## config.mk

```make
export PLATFORM = sky130hd
export DESIGN_NAME = inst_prefetch_unit
export DESIGN_NICKNAME = d
export VERILOG_FILES = /design/src/rtl/inst_prefetch_unit.sv
export SDC_FILE = /design/constraint.sdc
export NUM_CORES = 1
export LEC_CHECK = 0
export CAP_MARGIN = 10
export CORE_UTILIZATION = 40
export DETAILED_ROUTE_END_ITERATION = 10
export GPL_ROUTABILITY_DRIVEN = 0
export MAX_ROUTING_LAYER = met4
export PLACE_DENSITY = 0.67
export SETUP_SLACK_MARGIN = 0.02
export SYNTH_ARGS = -nofsm -noshare
export SYNTH_HDL_FRONTEND = slang
export SYNTH_SLANG_ARGS = --single-unit
```

## constraint.sdc

```tcl
create_clock -name clk -period 7.2 [get_ports clk]
set_input_delay 0.72 -clock clk [delete_from_list [all_inputs] [get_ports clk]]
set_output_delay 0.72 -clock clk [all_outputs]
set_load 0.05 [all_outputs]
```

## src/rtl/inst_prefetch_unit.sv

```systemverilog
// Prefetch stage ahead of IF/ID: credit-limited in-order imem fetch into a DEPTH-entry FIFO; response -> inst_valid next cycle.
// dec_ready=0 holds the head and throttles issue at the credit limit. Perf counters built only with `PREFETCH_PERF_EN.

module inst_prefetch_fifo #(
  parameter int W     = 32,
  parameter int DEPTH = 4,
  parameter int CW    = $clog2(DEPTH + 1)
) (
  input  logic          clk,
  input  logic          reset,
  input  logic          clr_i,
  input  logic          push_i,
  input  logic [W-1:0]  push_dat_i,
  input  logic          pop_i,
  output logic [W-1:0]  head_o,
  output logic [CW-1:0] count_o
);
  localparam int AW = (DEPTH > 1) ? $clog2(DEPTH) : 1;

  logic [W-1:0]  mem_q [DEPTH];
  logic [AW-1:0] rd_q, rd_d, wr_q, wr_d;
  logic [CW-1:0] cnt_q, cnt_d;

  function automatic logic [AW-1:0] inc(input logic [AW-1:0] p);
    return (p == AW'(DEPTH - 1)) ? '0 : p + AW'(1);
  endfunction

  // Callers never pop when empty nor push when full.
  always_comb begin
    rd_d  = rd_q;
    wr_d  = wr_q;
    cnt_d = cnt_q;
    if (clr_i) begin
      rd_d  = '0;
      wr_d  = '0;
      cnt_d = '0;
    end else begin
      if (push_i) wr_d = inc(wr_q);
      if (pop_i)  rd_d = inc(rd_q);
      if (push_i && !pop_i)      cnt_d = cnt_q + CW'(1);
      else if (pop_i && !push_i) cnt_d = cnt_q - CW'(1);
    end
  end

  always_ff @(posedge clk or negedge reset) begin
    if (!reset) begin
      rd_q  <= '0;
      wr_q  <= '0;
      cnt_q <= '0;
    end else begin
      rd_q  <= rd_d;
      wr_q  <= wr_d;
      cnt_q <= cnt_d;
    end
  end

  always_ff @(posedge clk) begin
    if (push_i && !clr_i) mem_q[wr_q] <= push_dat_i;
  end

  assign head_o  = mem_q[rd_q];
  assign count_o = cnt_q;
endmodule

module inst_prefetch_unit #(
  parameter int          DEPTH     = 4,
  parameter int          MAX_OUTST = 2,
  parameter logic [31:0] RESET_PC  = 32'h0000_0000
) (
  input  logic        clk,
  input  logic        reset,
  output logic        imem_req_valid,
  input  logic        imem_req_ready,
  output logic [31:0] imem_req_addr,
  input  logic        imem_rsp_valid,
  input  logic [31:0] imem_rsp_data,
  input  logic        redirect_valid,
  input  logic [31:0] redirect_pc,
  input  logic        dec_ready,
  output logic        inst_valid,
  output logic [31:0] inst_out,
  output logic [31:0] inst_pc,
  output logic [31:0] inst_pcplus4,
  output logic [31:0] perf_redirects,
  output logic [31:0] perf_bubbles
);
  localparam logic [31:0] NOP = 32'h0000_0013;
  localparam int FCW = $clog2(DEPTH + 1);
  localparam int OCW = $clog2(MAX_OUTST + 1);

  logic [31:0]    fetch_pc_q, fetch_pc_d;
  logic [OCW-1:0] outst_q, outst_d, drop_q, drop_d;
  logic [31:0]    last_pc_q;
  logic [FCW-1:0] fifo_cnt;
  logic [63:0]    fifo_head;
  logic [31:0]    tag_pc;
  logic [OCW-1:0] unused_tag_cnt;
  logic           unused_bits;
  logic           issue, rsp_acc, fifo_push, fifo_pop;

  // Entries already buffered plus those in flight never exceed DEPTH, so pushes cannot overflow.
  assign imem_req_valid = reset && !redirect_valid
                       && (32'(fifo_cnt) + 32'(outst_q) < 32'(DEPTH))
                       && (32'(outst_q) < 32'(MAX_OUTST));
  assign imem_req_addr  = fetch_pc_q;
  assign issue          = imem_req_valid && imem_req_ready;
  assign rsp_acc        = imem_rsp_valid && (outst_q != '0);
  assign inst_valid     = (fifo_cnt != '0);
  assign fifo_pop       = inst_valid && dec_ready && !redirect_valid;
  assign fifo_push      = rsp_acc && (drop_q == '0) && !redirect_valid;
  assign unused_bits    = ^redirect_pc[1:0];

  always_comb begin
    fetch_pc_d = fetch_pc_q;
    drop_d     = drop_q;
    outst_d    = outst_q;
    if (issue)   outst_d = outst_d + OCW'(1);
    if (rsp_acc) outst_d = outst_d - OCW'(1);
    if (redirect_valid) begin
      // Everything still in flight after this cycle belongs to the old path.
      fetch_pc_d = {redirect_pc[31:2], 2'b00};
      drop_d     = outst_q - OCW'(rsp_acc);
    end else begin
      if (issue) fetch_pc_d = fetch_pc_q + 32'd4;
      if (rsp_acc && (drop_q != '0)) drop_d = drop_q - OCW'(1);
    end
  end

  always_ff @(posedge clk or negedge reset) begin
    if (!reset) begin
      fetch_pc_q <= RESET_PC;
      outst_q    <= '0;
      drop_q     <= '0;
      last_pc_q  <= '0;
    end else begin
      fetch_pc_q <= fetch_pc_d;
      outst_q    <= outst_d;
      drop_q     <= drop_d;
      if (inst_valid) last_pc_q <= fifo_head[63:32];
    end
  end

  inst_prefetch_fifo #(.W(32), .DEPTH(MAX_OUTST), .CW(OCW)) u_tag_q (
    .clk        (clk),
    .reset      (reset),
    .clr_i      (1'b0),
    .push_i     (issue),
    .push_dat_i (fetch_pc_q),
    .pop_i      (rsp_acc),
    .head_o     (tag_pc),
    .count_o    (unused_tag_cnt)
  );

  inst_prefetch_fifo #(.W(64), .DEPTH(DEPTH), .CW(FCW)) u_inst_q (
    .clk        (clk),
    .reset      (reset),
    .clr_i      (redirect_valid),
    .push_i     (fifo_push),
    .push_dat_i ({tag_pc, imem_rsp_data}),
    .pop_i      (fifo_pop),
    .head_o     (fifo_head),
    .count_o    (fifo_cnt)
  );

  assign inst_out     = inst_valid ? fifo_head[31:0]  : NOP;
  assign inst_pc      = inst_valid ? fifo_head[63:32] : last_pc_q;
  assign inst_pcplus4 = inst_pc + 32'd4;

`ifdef PREFETCH_PERF_EN
  logic [31:0] perf_redir_q, perf_bub_q;

  always_ff @(posedge clk or negedge reset) begin
    if (!reset) begin
      perf_redir_q <= '0;
      perf_bub_q   <= '0;
    end else begin
      if (redirect_valid && (perf_redir_q != '1)) perf_redir_q <= perf_redir_q + 32'd1;
      if (dec_ready && !inst_valid && (perf_bub_q != '1)) perf_bub_q <= perf_bub_q + 32'd1;
    end
  end

  assign perf_redirects = perf_redir_q;
  assign perf_bubbles   = perf_bub_q;
`else
  assign perf_redirects = '0;
  assign perf_bubbles   = '0;
`endif
endmodule

```

==> impl_metrics.py, run 1 <==
metrics = {
    "timing": {
        "fin_ws_ns": 1.442,
        "fin_crit_ns": 5.758,
        "finalCritPeriodShare": 0.7997,
        "setup_viol_count_final": 0,
        "rsz0062_at_grt": "no",
        "worst_slew_pin_slew_ns": 1.207,
        "max_clock_freq_ghz": 0.1737,
        "slew_headroom": 0.1953,
        "finalSetupTns_ns": 0,
        "hold_viol": 0,
        "slew_violations": 0,
        "clock_skew_ns": 0.01622,
    },
    "clocking": {
        "post_cts_buffers": 0,
        "cts_tree": "yes",
        "cts_max_level": 2,
        "clk_pin_slew_ns": 0.06,
        "clock_latency_ns": 0.53,
        "cts_buffers": 42,
        "clk_path_buf_depth": 3,
        "cts_resized": 0,
        "clock-sinks": 383,
        "holdBufCountCts": 0,
        "cts-root-buf": "clkbuf_16",
    },
    "logic_synthesis": {
        "netlist.area_leader.share": 0.5642,
        "ys_async_sr_fraction": 0.1958,
        "syn-mean-instance-area_um2": 15.35,
        "synth.yosys.seq_area_share": 0.6787,
        "syn_inst": 1068,
        "synthTopCellsByArea": "edfxtp_1 56%, dfrtp_1 11%, mux4_2 6.6%",
        "synth-seq-cells": 383,
        "synthesis.area_um2": 16390,
        "synth_top_flop_cell": "edfxtp_1",
        "yosys_warnings": 0,
        "synth-edff-count": 308,
        "yosys.cell_types.count": 53,
        "yosysTopAreaCell": "edfxtp_1",
    },
    "power_and_ir_drop": {
        "combPwrFrac": 0.456,
        "p_int_w": 0.005111,
        "ir_worst_vdd_mv": 0.2693,
        "switchingPower_w": 0.003733,
        "power_w": 0.008844,
        "powerDensity_nw_per_um2": 444.3,
        "leakagePower_nw": 7.014,
        "swShare": 0.4221,
        "seq_power_share": 0.324,
        "clkPwrFrac": 0.220,
    },
    "grt": {
        "grt_max_degree": 56,
        "first_global_vias": 9178,
        "antenna_found_initial": 2,
        "grt_pass1_wl_um": 53320,
        "overflow": 0,
        "grt.total_usage": 0.1731,
    },
    "finish": {
        "finish.utilization": 0.4964,
        "drive_gt1_frac": 0.1246,
        "nets": 1358,
        "area_growth_pct": 21.42,
        "nFillCells": 3371,
    },
    "routing": {
        "vias_per_cell": 5.159,
        "drtIter0Drc": 669,
        "wl_per_cell_um": 19.18,
        "post-route-drc-count": 0,
        "drt_pass1_iterations": 8,
        "drtAntennaViolNets": 0,
        "drt-total-wl_um": 35170,
        "vias": 9462,
    },
    "setup_path": {
        "reg2reg_slack_ns": 3.70,
        "r2r_end": "u_inst_q.mem_q[3][59]",
        "startpoint_type": "flop",
        "critPathCapture": "inst_pcplus4[26]",
        "required_ns": 6.48,
        "critPathLaunch": "u_inst_q.rd_q[0]",
        "crit_arrival_ns": 5.04,
        "cp-end-kind": "output port",
        "worstPathMaxFanout": 40,
        "critical_path_class": "reg -> out",
        "reg2reg_from": "outst_q[1]",
        "ff2ff_path_depth": 8,
    },
    "floorplan": {
        "dieWidth_um": 204.4,
        "coreArea_um2": 40100,
        "die-area_um2": 41800,
        "fp.dieH_um": 204.4,
        "fp-row-count": 73,
        "num_io_pins": 264,
        "start_util": 0.4088,
    },
    "placement": {
        "port_buffers": 195,
        "place_ws_ns": 1.896,
        "dpl.hpwl_um": 22790,
    },
    "outcome": {
        "outcome": "completed",
    },
    "hold_path": {
        "hold_class": "in -> async",
    },
    "run": {
        "max-cap-violations": 0,
    },
}
## cell usage after synthesis (all sizes together), types with 2 or more instances
| master | instances |
|---|---|
| nand3 | 34 |
| nor3b | 2 |
| nor2 | 30 |
| nor4 | 5 |
| a21oi | 22 |
| and3 | 11 |
| or3 | 2 |
| or2 | 3 |
| mux4 | 62 |
| dfrtp | 75 |
| xnor2 | 26 |
| a21boi | 2 |
| inv | 28 |
| ha | 11 |
| mux2 | 30 |
| buf | 86 |
| o311ai | 6 |
| nand2 | 123 |
| xor2 | 17 |
| o21ai | 36 |
| and2 | 42 |
| a22oi | 4 |
| o211ai | 3 |
| edfxtp | 308 |
| mux2i | 9 |
| a31oi | 6 |
| clkbuf | 24 |
| a32oi | 6 |
| nand4 | 23 |
| nor3 | 14 |
| a221o | 5 |
## cells by family (layout without fill, tap and decap cells)
group           Yosys count  after routing  synth area share
compound gates           95             95           0.03618
simple gates            294            294           0.08785
fa+ha+maj                12             12          0.009617
flops                   383            383            0.6787
xor+xnor                 43             43           0.02297
buf+inv                 139            314           0.04999
mux                     101            101            0.1145
other cells               1             67         0.0002288
## sequential cells by signal, indices dropped and copies added, names as in the netlist
signal and count:
u_tag_q.mem_q 60, u_inst_q.count_o 3, u_tag_q.wr_q 1, drop_q 2
u_inst_q.mem_q 248, outst_q 2, imem_req_addr 30, u_inst_q.rd_q 2
u_tag_q.rd_q 1, last_pc_q 32, u_inst_q.wr_q 2
## how the worst min path moves through the flow
stage / end
6_report: imem_req_addr[11]
5_1_grt: imem_req_addr[11]
4_1_cts: imem_req_addr[11]
3_5_place_dp: last_pc_q[0]
3_3_place_gp: last_pc_q[1]
2_1_floorplan: drop_q[0]
## power by group through the flow
| stage | logic, W | registers, W | clock network (W) |
|---|---|---|---|
| 6_report | 0.00404 | 0.00286 | 0.00195 |
| 5_1_grt | 0.00426 | 0.00289 | 0.00208 |
| 2_1_floorplan | 0.00281 | 0.00288 | 0 |
| 4_1_cts | 0.00407 | 0.00286 | 0.00200 |
| 3_5_place_dp | 0.00406 | 0.00290 | 0 |
| 3_3_place_gp | 0.00403 | 0.00290 | 0 |
## per-stage QoR
stage,cells,area (um^2),hold slack [ns]
after floorplan,1133,16640,0.4244
final,1834,19910,0.07900
after CTS,1833,19900,0.07121
after global placement,1757,18660,0.5118
after detailed placement,1757,18660,0.5249
after global routing,1834,19910,0.08227
## critical path: stages, from the launching register on
cell and delay [ns]:
dfrtp_4 0.96, mux4_1 0.45, nand2_1 0.07, nand2_1 0.14
ha_1 0.29, and3_1 0.23, nand3_1 0.12, a22oi_1 0.56
nand4_1 0.42, and2b_1 0.32, xnor2_1 0.11, clkdlybuf4s50_1 0.83
## cell usage in the layout (no fill, tap or decap), types with 11 or more instances in the layout
| cell type | instances |
|---|---|
| clkdlybuf4s50_1 | 194 |
| mux2_2 | 30 |
| buf_4 | 15 |
| edfxtp_1 | 308 |
| mux4_1 | 14 |
| xor2_1 | 17 |
| nand4_1 | 22 |
| clkbuf_16 | 43 |
| nand3_1 | 34 |
| nor3_1 | 12 |
| clkbuf_1 | 16 |
| o21ai_0 | 36 |
| mux4_2 | 48 |
| nand2_1 | 123 |
| conb_1 | 66 |
| dfrtp_1 | 73 |
| nor2_1 | 28 |
| inv_1 | 27 |
| ha_1 | 11 |
| and2_1 | 38 |
| and3_1 | 11 |
| xnor2_1 | 26 |
| a21oi_1 | 22 |
## area by class of cell
| cell class | instances | area (um^2) | share of cell area |
|---|---|---|---|
| Multi-Input combinational cell | 611 | 4708 | 0.2365 |
| Clock buffer | 59 | 1136 | 0.05707 |
| Inverter | 29 | 108.9 | 0.005469 |
| Tap cell | 525 | 656.9 | 0.03300 |
| Antenna cell | 1 | 2.502 | 0.0001257 |
| Timing Repair Buffer | 209 | 2054 | 0.1032 |
| Sequential cell | 383 | 11130 | 0.5592 |
| Clock inverter | 17 | 107.6 | 0.005406 |
## layer usage
metal  track usage  share of wire  up-vias
met4       0.04638          0.018        0
met5             -              0        -
met3       0.02790          0.061       48
met1        0.2454           0.47     4772
li1              -              -     4319
met2        0.2592           0.46      323
(Power assumes the default switching activity.)
==> run 2: changes to the inputs <==
==> constraint.sdc (replaced) <==
create_clock -name clk -period 5.43 [get_ports clk]
set_input_delay 0.543 -clock clk [delete_from_list [all_inputs] [get_ports clk]]
set_output_delay 0.543 -clock clk [all_outputs]
set_load 0.05 [all_outputs]
==> run 2 against run 1 <==
Against the previous run: count of clock-buffer cells in the layout is 1 higher; first-iteration DRC count is 2.8% lower; cell count is 0.16% higher; sequential power is 32% higher; die area stayed put; clock skew is 0.0083 ns lower; sequential share of layout area is 0.42 points lower; via count is 0.38% lower; critical path type unchanged; largest cell class unchanged; largest power group unchanged; highest routed layer unchanged.
==> impl_metrics.py, run 2 (same netlist as run 1, synthesis figures left out) <==
metrics = {
    "clocking": {
        "cts_tree": "yes",
        "clock-sinks": 383,
        "post_cts_buffers": 0,
        "clk_path_buf_depth": 3,
        "clk_pin_slew_ns": 0.06,
        "cts_max_level": 2,
        "cts_buffers": 40,
        "cts-root-buf": "clkbuf_16",
        "clock_latency_ns": 0.53,
    },
    "setup_path": {
        "path_cells": "mux4_1 > nand2_1 > nand2_1 > ha_1 > and3_1 > nand3_1 > a22oi_1 > buf_4 > nand4_1 > and2b_1 > xnor2_1 > clkdlybuf4s50_1",
        "r2r_end": "u_inst_q.mem_q[3][17]",
        "slowest_stage": "clkdlybuf4s50_1",
        "startpoint_type": "flop",
        "reg2reg_from": "outst_q[1]",
        "ff2ff_path_depth": 8,
        "path_common_cell": "nand2_1",
        "reg2reg_slack_ns": 2.44,
        "cp-end-kind": "output port",
        "crit_arrival_ns": 4.53,
        "required_ns": 4.89,
        "slowest_delay_ns": 0.82,
        "worstPathMaxFanout": 28,
        "critPathTopFamily": "simple AND/OR/NAND/NOR gates",
        "path_buf_inv": 2,
        "critical_path_class": "reg -> out",
    },
    "floorplan": {
        "die-area_um2": 41800,
        "fp.dieH_um": 204.4,
        "num_io_pins": 264,
        "coreArea_um2": 40100,
        "start_util": 0.4088,
        "dieWidth_um": 204.4,
        "fp-row-count": 73,
    },
    "routing": {
        "vias": 9426,
        "drtIter0Drc": 650,
        "post-route-drc-count": 0,
        "drt-total-wl_um": 35010,
        "wl_per_cell_um": 19.06,
        "vias_per_cell": 5.131,
        "drt_pass1_iterations": 5,
        "drtAntennaViolNets": 0,
    },
    "power_and_ir_drop": {
        "power_w": 0.01190,
        "powerDensity_nw_per_um2": 593.1,
        "leakagePower_nw": 7.100,
        "ir_worst_vdd_mv": 0.3870,
    },
    "finish": {
        "nets": 1364,
        "layout_common_cells": "308 x edfxtp_1, 194 x clkdlybuf4s50_1, 123 x nand2_1, 73 x dfrtp_1, 66 x conb_1",
        "seqCellArea_um2": 11130,
        "multi_input_area_um2": 4708,
        "nFillCells": 3364,
        "drive_gt1_frac": 0.1349,
        "regMostFlops": "u_inst_q.mem_q",
        "largest_register_ffs": 248,
        "layout_commonest_cell": "edfxtp_1",
        "fin_area_um2": 20060,
        "diodes": 0,
        "top_regs": "u_inst_q.mem_q: 248 flops, u_tag_q.mem_q: 60 flops, last_pc_q: 32 flops",
        "area_growth_pct": 22.35,
    },
    "timing": {
        "finalCritPeriodShare": 0.9345,
        "slew_headroom": 0.2295,
        "clock_skew_ns": 0.007967,
        "hold_viol": 0,
        "setup_viol_count_final": 0,
        "rsz0062_at_grt": "no",
        "fin_crit_ns": 5.074,
        "slew_violations": 0,
        "finalSetupTns_ns": 0,
        "worst_slew_pin_slew_ns": 1.145,
        "max_clock_freq_ghz": 0.1971,
    },
    "placement": {
        "dpl.hpwl_um": 23520,
        "place_area_um2": 18720,
        "port_buffers": 195,
    },
    "grt": {
        "grt.total_usage": 0.1731,
        "grt_pass1_wl_um": 53540,
        "grt_max_degree": 58,
        "antenna_found_initial": 0,
        "first_global_vias": 9249,
        "overflow": 0,
    },
    "hold_path": {
        "hold_class": "in -> async",
    },
    "outcome": {
        "outcome": "completed",
    },
    "run": {
        "max-cap-violations": 0,
    },
}
-- run 2: final cells by class --
class,count,area share
sequential,383,0.5550
multi-input combinational,611,0.2347
timing repair buffer,217,0.1062
clock buffer,60,0.05827
tap,525,0.03275
clock inverter,12,0.007673
inverter,29,0.005427
-- run 2: what timing repair did --
item,4_1_cts,5_1_grt
resized for setup,0,0
hold endpoints to repair,18,0
hold buffers,1,0
endpoints found under the setup margin,0,0
-- run 2: per-layer routing --
metal  vias to the layer above  wire length [um]  track usage  part of all wire
li1                       4348                 -            -                 -
met1                      4723             16090       0.2425              0.46
met2                       304             16350       0.2636              0.47
met3                        51              1989      0.02966             0.057
met4                         0               586      0.04131             0.017
met5                         -                 0            -                 0
-- run 2: worst max-delay path by stage --
stage                                    from          endpoint  slack (ns)  cells past startpoint
after floorplan           u_inst_q.count_o[2]  inst_pcplus4[28]        0.17                     15
after global placement       u_inst_q.rd_q[0]  inst_pcplus4[26]        0.85                     12
after detailed placement     u_inst_q.rd_q[0]  inst_pcplus4[26]        0.85                     12
after CTS                    u_inst_q.rd_q[0]  inst_pcplus4[26]        0.29                     12
after global routing         u_inst_q.rd_q[0]  inst_pcplus4[28]        0.11                     12
final                        u_inst_q.rd_q[0]  inst_pcplus4[26]        0.36                     12
-- run 2: power by group --
group	internal [W]	switching [W]	total, W
clock	0.00164	0.00109	0.00272
sequential	0.00353	0.000237	0.00377
combinational	0.00176	0.00365	0.00541
-- run 2: per-stage QoR --
step           utilization  setup WS [ns]  instances  hold slack [ns]
5_1_grt             0.5002         0.1096       1837           0.4473
2_1_floorplan            -         0.1720       1133           0.2474
4_1_cts             0.5002         0.2889       1837           0.4172
6_report            0.5002         0.3556       1837           0.4368
3_3_place_gp        0.4670         0.8457       1764           0.4479
3_5_place_dp        0.4670         0.8546       1764           0.4452
==> run 3: changes to the inputs <==
==> constraint.sdc (replaced) <==
create_clock -name clk -period 5.43 [get_ports clk]
set_input_delay 0.543 -clock clk [delete_from_list [all_inputs] [get_ports clk]]
set_output_delay 0.543 -clock clk [all_outputs]
set_load 0.005 [all_outputs]
==> run 3 against run 2 <==
Against the previous run: sequential share of layout area is 0.30 points higher; non-clock buffer count is 2 lower; highest routed layer unchanged; critical path type unchanged; register-to-register slack worse by 0.14 ns; wire length is 0.98% lower; maximum frequency is 7.1% higher.
==> impl_metrics.py, run 3 (same netlist as run 1, synthesis figures left out) <==
metrics = {
    "outcome": {
        "outcome": "completed",
    },
    "timing": {
        "fin_ws_ns": 0.6908,
        "rsz0062_at_grt": "no",
        "slew_violations": 0,
        "setup_viol_count_final": 0,
        "slew_headroom": 0.2325,
        "hold_viol": 0,
        "max_clock_freq_ghz": 0.2110,
        "worst_slew_pin_slew_ns": 1.141,
        "fin_crit_ns": 4.739,
        "finalCritPeriodShare": 0.8728,
        "finalSetupTns_ns": 0,
        "clock_skew_ns": 0.02146,
    },
    "clocking": {
        "clk_pin_slew_ns": 0.06,
        "cts_buffers": 39,
        "clock-sinks": 383,
        "cts-root-buf": "clkbuf_16",
        "post_cts_buffers": 0,
        "clock_latency_ns": 0.52,
        "cts_tree": "yes",
        "cts_max_level": 2,
        "clk_path_buf_depth": 3,
    },
    "finish": {
        "layout_commonest_cell": "edfxtp_1",
        "seqCellArea_um2": 11130,
        "instances_no_fill": 1834,
        "fin_area_um2": 19950,
        "area_growth_pct": 21.68,
        "layout_common_cells": "308 x edfxtp_1, 194 x clkdlybuf4s50_1, 123 x nand2_1, 73 x dfrtp_1, 66 x conb_1",
        "nets": 1361,
        "largest_register_ffs": 248,
        "regMostFlops": "u_inst_q.mem_q",
        "multi_input_area_um2": 4708,
        "top_regs": "u_inst_q.mem_q: 248 flops, u_tag_q.mem_q: 60 flops, last_pc_q: 32 flops",
        "nFillCells": 3396,
        "drive_gt1_frac": 0.1315,
        "finish.utilization": 0.4975,
    },
    "grt": {
        "overflow": 0,
        "grt_pass1_wl_um": 53990,
        "grt.total_usage": 0.1728,
        "grt_max_degree": 63,
        "antenna_found_initial": 1,
        "first_global_vias": 9271,
    },
    "setup_path": {
        "slowest_stage": "dfrtp_1",
        "cp-end-kind": "output port",
        "critPathLaunch": "u_inst_q.count_o[1]",
        "required_ns": 4.89,
        "reg2reg_from": "outst_q[1]",
        "r2r_end": "u_inst_q.mem_q[3][28]",
        "crit_arrival_ns": 4.20,
        "critical_path_class": "reg -> out",
        "startpoint_type": "flop",
        "slowest_delay_ns": 0.51,
        "ff2ff_path_depth": 8,
        "worstPathMaxFanout": 23,
        "reg2reg_slack_ns": 2.30,
        "path_cells": "nor3_4 > buf_4 > inv_2 > nand2_1 > nand2_1 > ha_1 > and3_1 > nand3_1 > a22oi_1 > buf_4 > nand4_1 > nor3b_2 > xor2_1 > clkdlybuf4s50_1",
        "critPathCapture": "inst_pcplus4[28]",
    },
    "power_and_ir_drop": {
        "swShare": 0.2994,
        "seq_power_share": 0.388,
        "switchingPower_w": 0.002899,
        "clkPwrFrac": 0.264,
        "ir_worst_vdd_mv": 0.2267,
        "powerDensity_nw_per_um2": 485.4,
        "p_int_w": 0.006785,
        "leakagePower_nw": 7.043,
        "combPwrFrac": 0.348,
    },
    "placement": {
        "place_area_um2": 18710,
        "dpl.hpwl_um": 22780,
        "place_inst": 1762,
        "place_ws_ns": 1.207,
        "port_buffers": 195,
    },
    "routing": {
        "vias_per_cell": 5.117,
        "post-route-drc-count": 0,
        "drtIter0Drc": 674,
        "drt-total-wl_um": 34670,
        "drt_pass1_iterations": 5,
        "drtAntennaViolNets": 0,
        "vias": 9384,
        "wl_per_cell_um": 18.90,
    },
    "floorplan": {
        "fp.dieH_um": 204.4,
        "num_io_pins": 264,
        "dieWidth_um": 204.4,
        "fp-row-count": 73,
        "start_util": 0.4088,
        "die-area_um2": 41800,
        "coreArea_um2": 40100,
    },
    "hold_path": {
        "hold_class": "in -> async",
    },
    "run": {
        "max-cap-violations": 0,
    },
}
run 3: cell types whose count changed in the layout (fill, tap and decap cells not counted):
cell | previous run | this run
clkinv_2 | 6 | 10
clkbuf_1 | 13 | 8
diode_2 | 0 | 1
clkinv_1 | 1 | 7
clkinv_4 | 1 | 0
clkbuf_16 | 42 | 40
clkinvlp_4 | 0 | 1
clkbuf_8 | 5 | 0
buf_4 | 21 | 19
run 3: metrics by stage:
| stage | power, W | hold slack (ns) |
|---|---|---|
| 3_3_place_gp | 0.007161 | 0.4240 |
| 5_1_grt | 0.01021 | 0.4269 |
| 2_1_floorplan | 0.005490 | 0.2474 |
| 6_report | 0.009683 | 0.4188 |
| 4_1_cts | 0.009799 | 0.4084 |
| 3_5_place_dp | 0.007217 | 0.4261 |
run 3: repair_timing:
item / in CTS / in global routing
hold endpoints to repair: 15 / 0
hold buffers: 1 / 0
setup endpoints to repair: 0 / 0
gates resized for setup: 0 / 0
run 3: worst min path at each step:
stage,endpoint,slack (ns),cells past startpoint
final,imem_req_addr[12],0.42,2
after global routing,imem_req_addr[12],0.43,2
after CTS,imem_req_addr[11],0.41,2
after detailed placement,imem_req_addr[11],0.43,1
after global placement,imem_req_addr[12],0.42,1
after floorplan,drop_q[0],0.25,0
run 3: routing by layer:
layer / vias up / share of wire / global-route usage
met2: 302 / 0.46 / 0.2619
met4: 0 / 0.013 / 0.03785
li1: 4323 / - / -
met3: 35 / 0.054 / 0.02535
met5: - / 0 / -
met1: 4724 / 0.47 / 0.2472
run 3: area by class of cell:
type / instances / area share
multi-input combinational: 611 / 0.2360
clock buffer: 48 / 0.05168
clock inverter: 22 / 0.009785
tap: 525 / 0.03293
timing repair buffer: 215 / 0.1060
inverter: 29 / 0.005457
sequential: 383 / 0.5580
antenna: 1 / 0.0001254
run 3: power by group through the flow:
stage                     Combinational [W]  Sequential, W  Clock (W)
final                               0.00337        0.00375    0.00256
after global routing                0.00368        0.00379    0.00275
after CTS                           0.00342        0.00375    0.00262
after detailed placement            0.00341        0.00381          0
after global placement              0.00336        0.00380          0
after floorplan                     0.00177        0.00372          0
run 3: worst max-delay path, delay by kind of cell (launching register included):
kind,cells,cell delay [ns]
simple gates,7,1.29
flops,1,0.51
xor+xnor,1,0.16
compound gates,1,0.17
fa+ha+maj,1,0.29
buf+inv,4,1.24
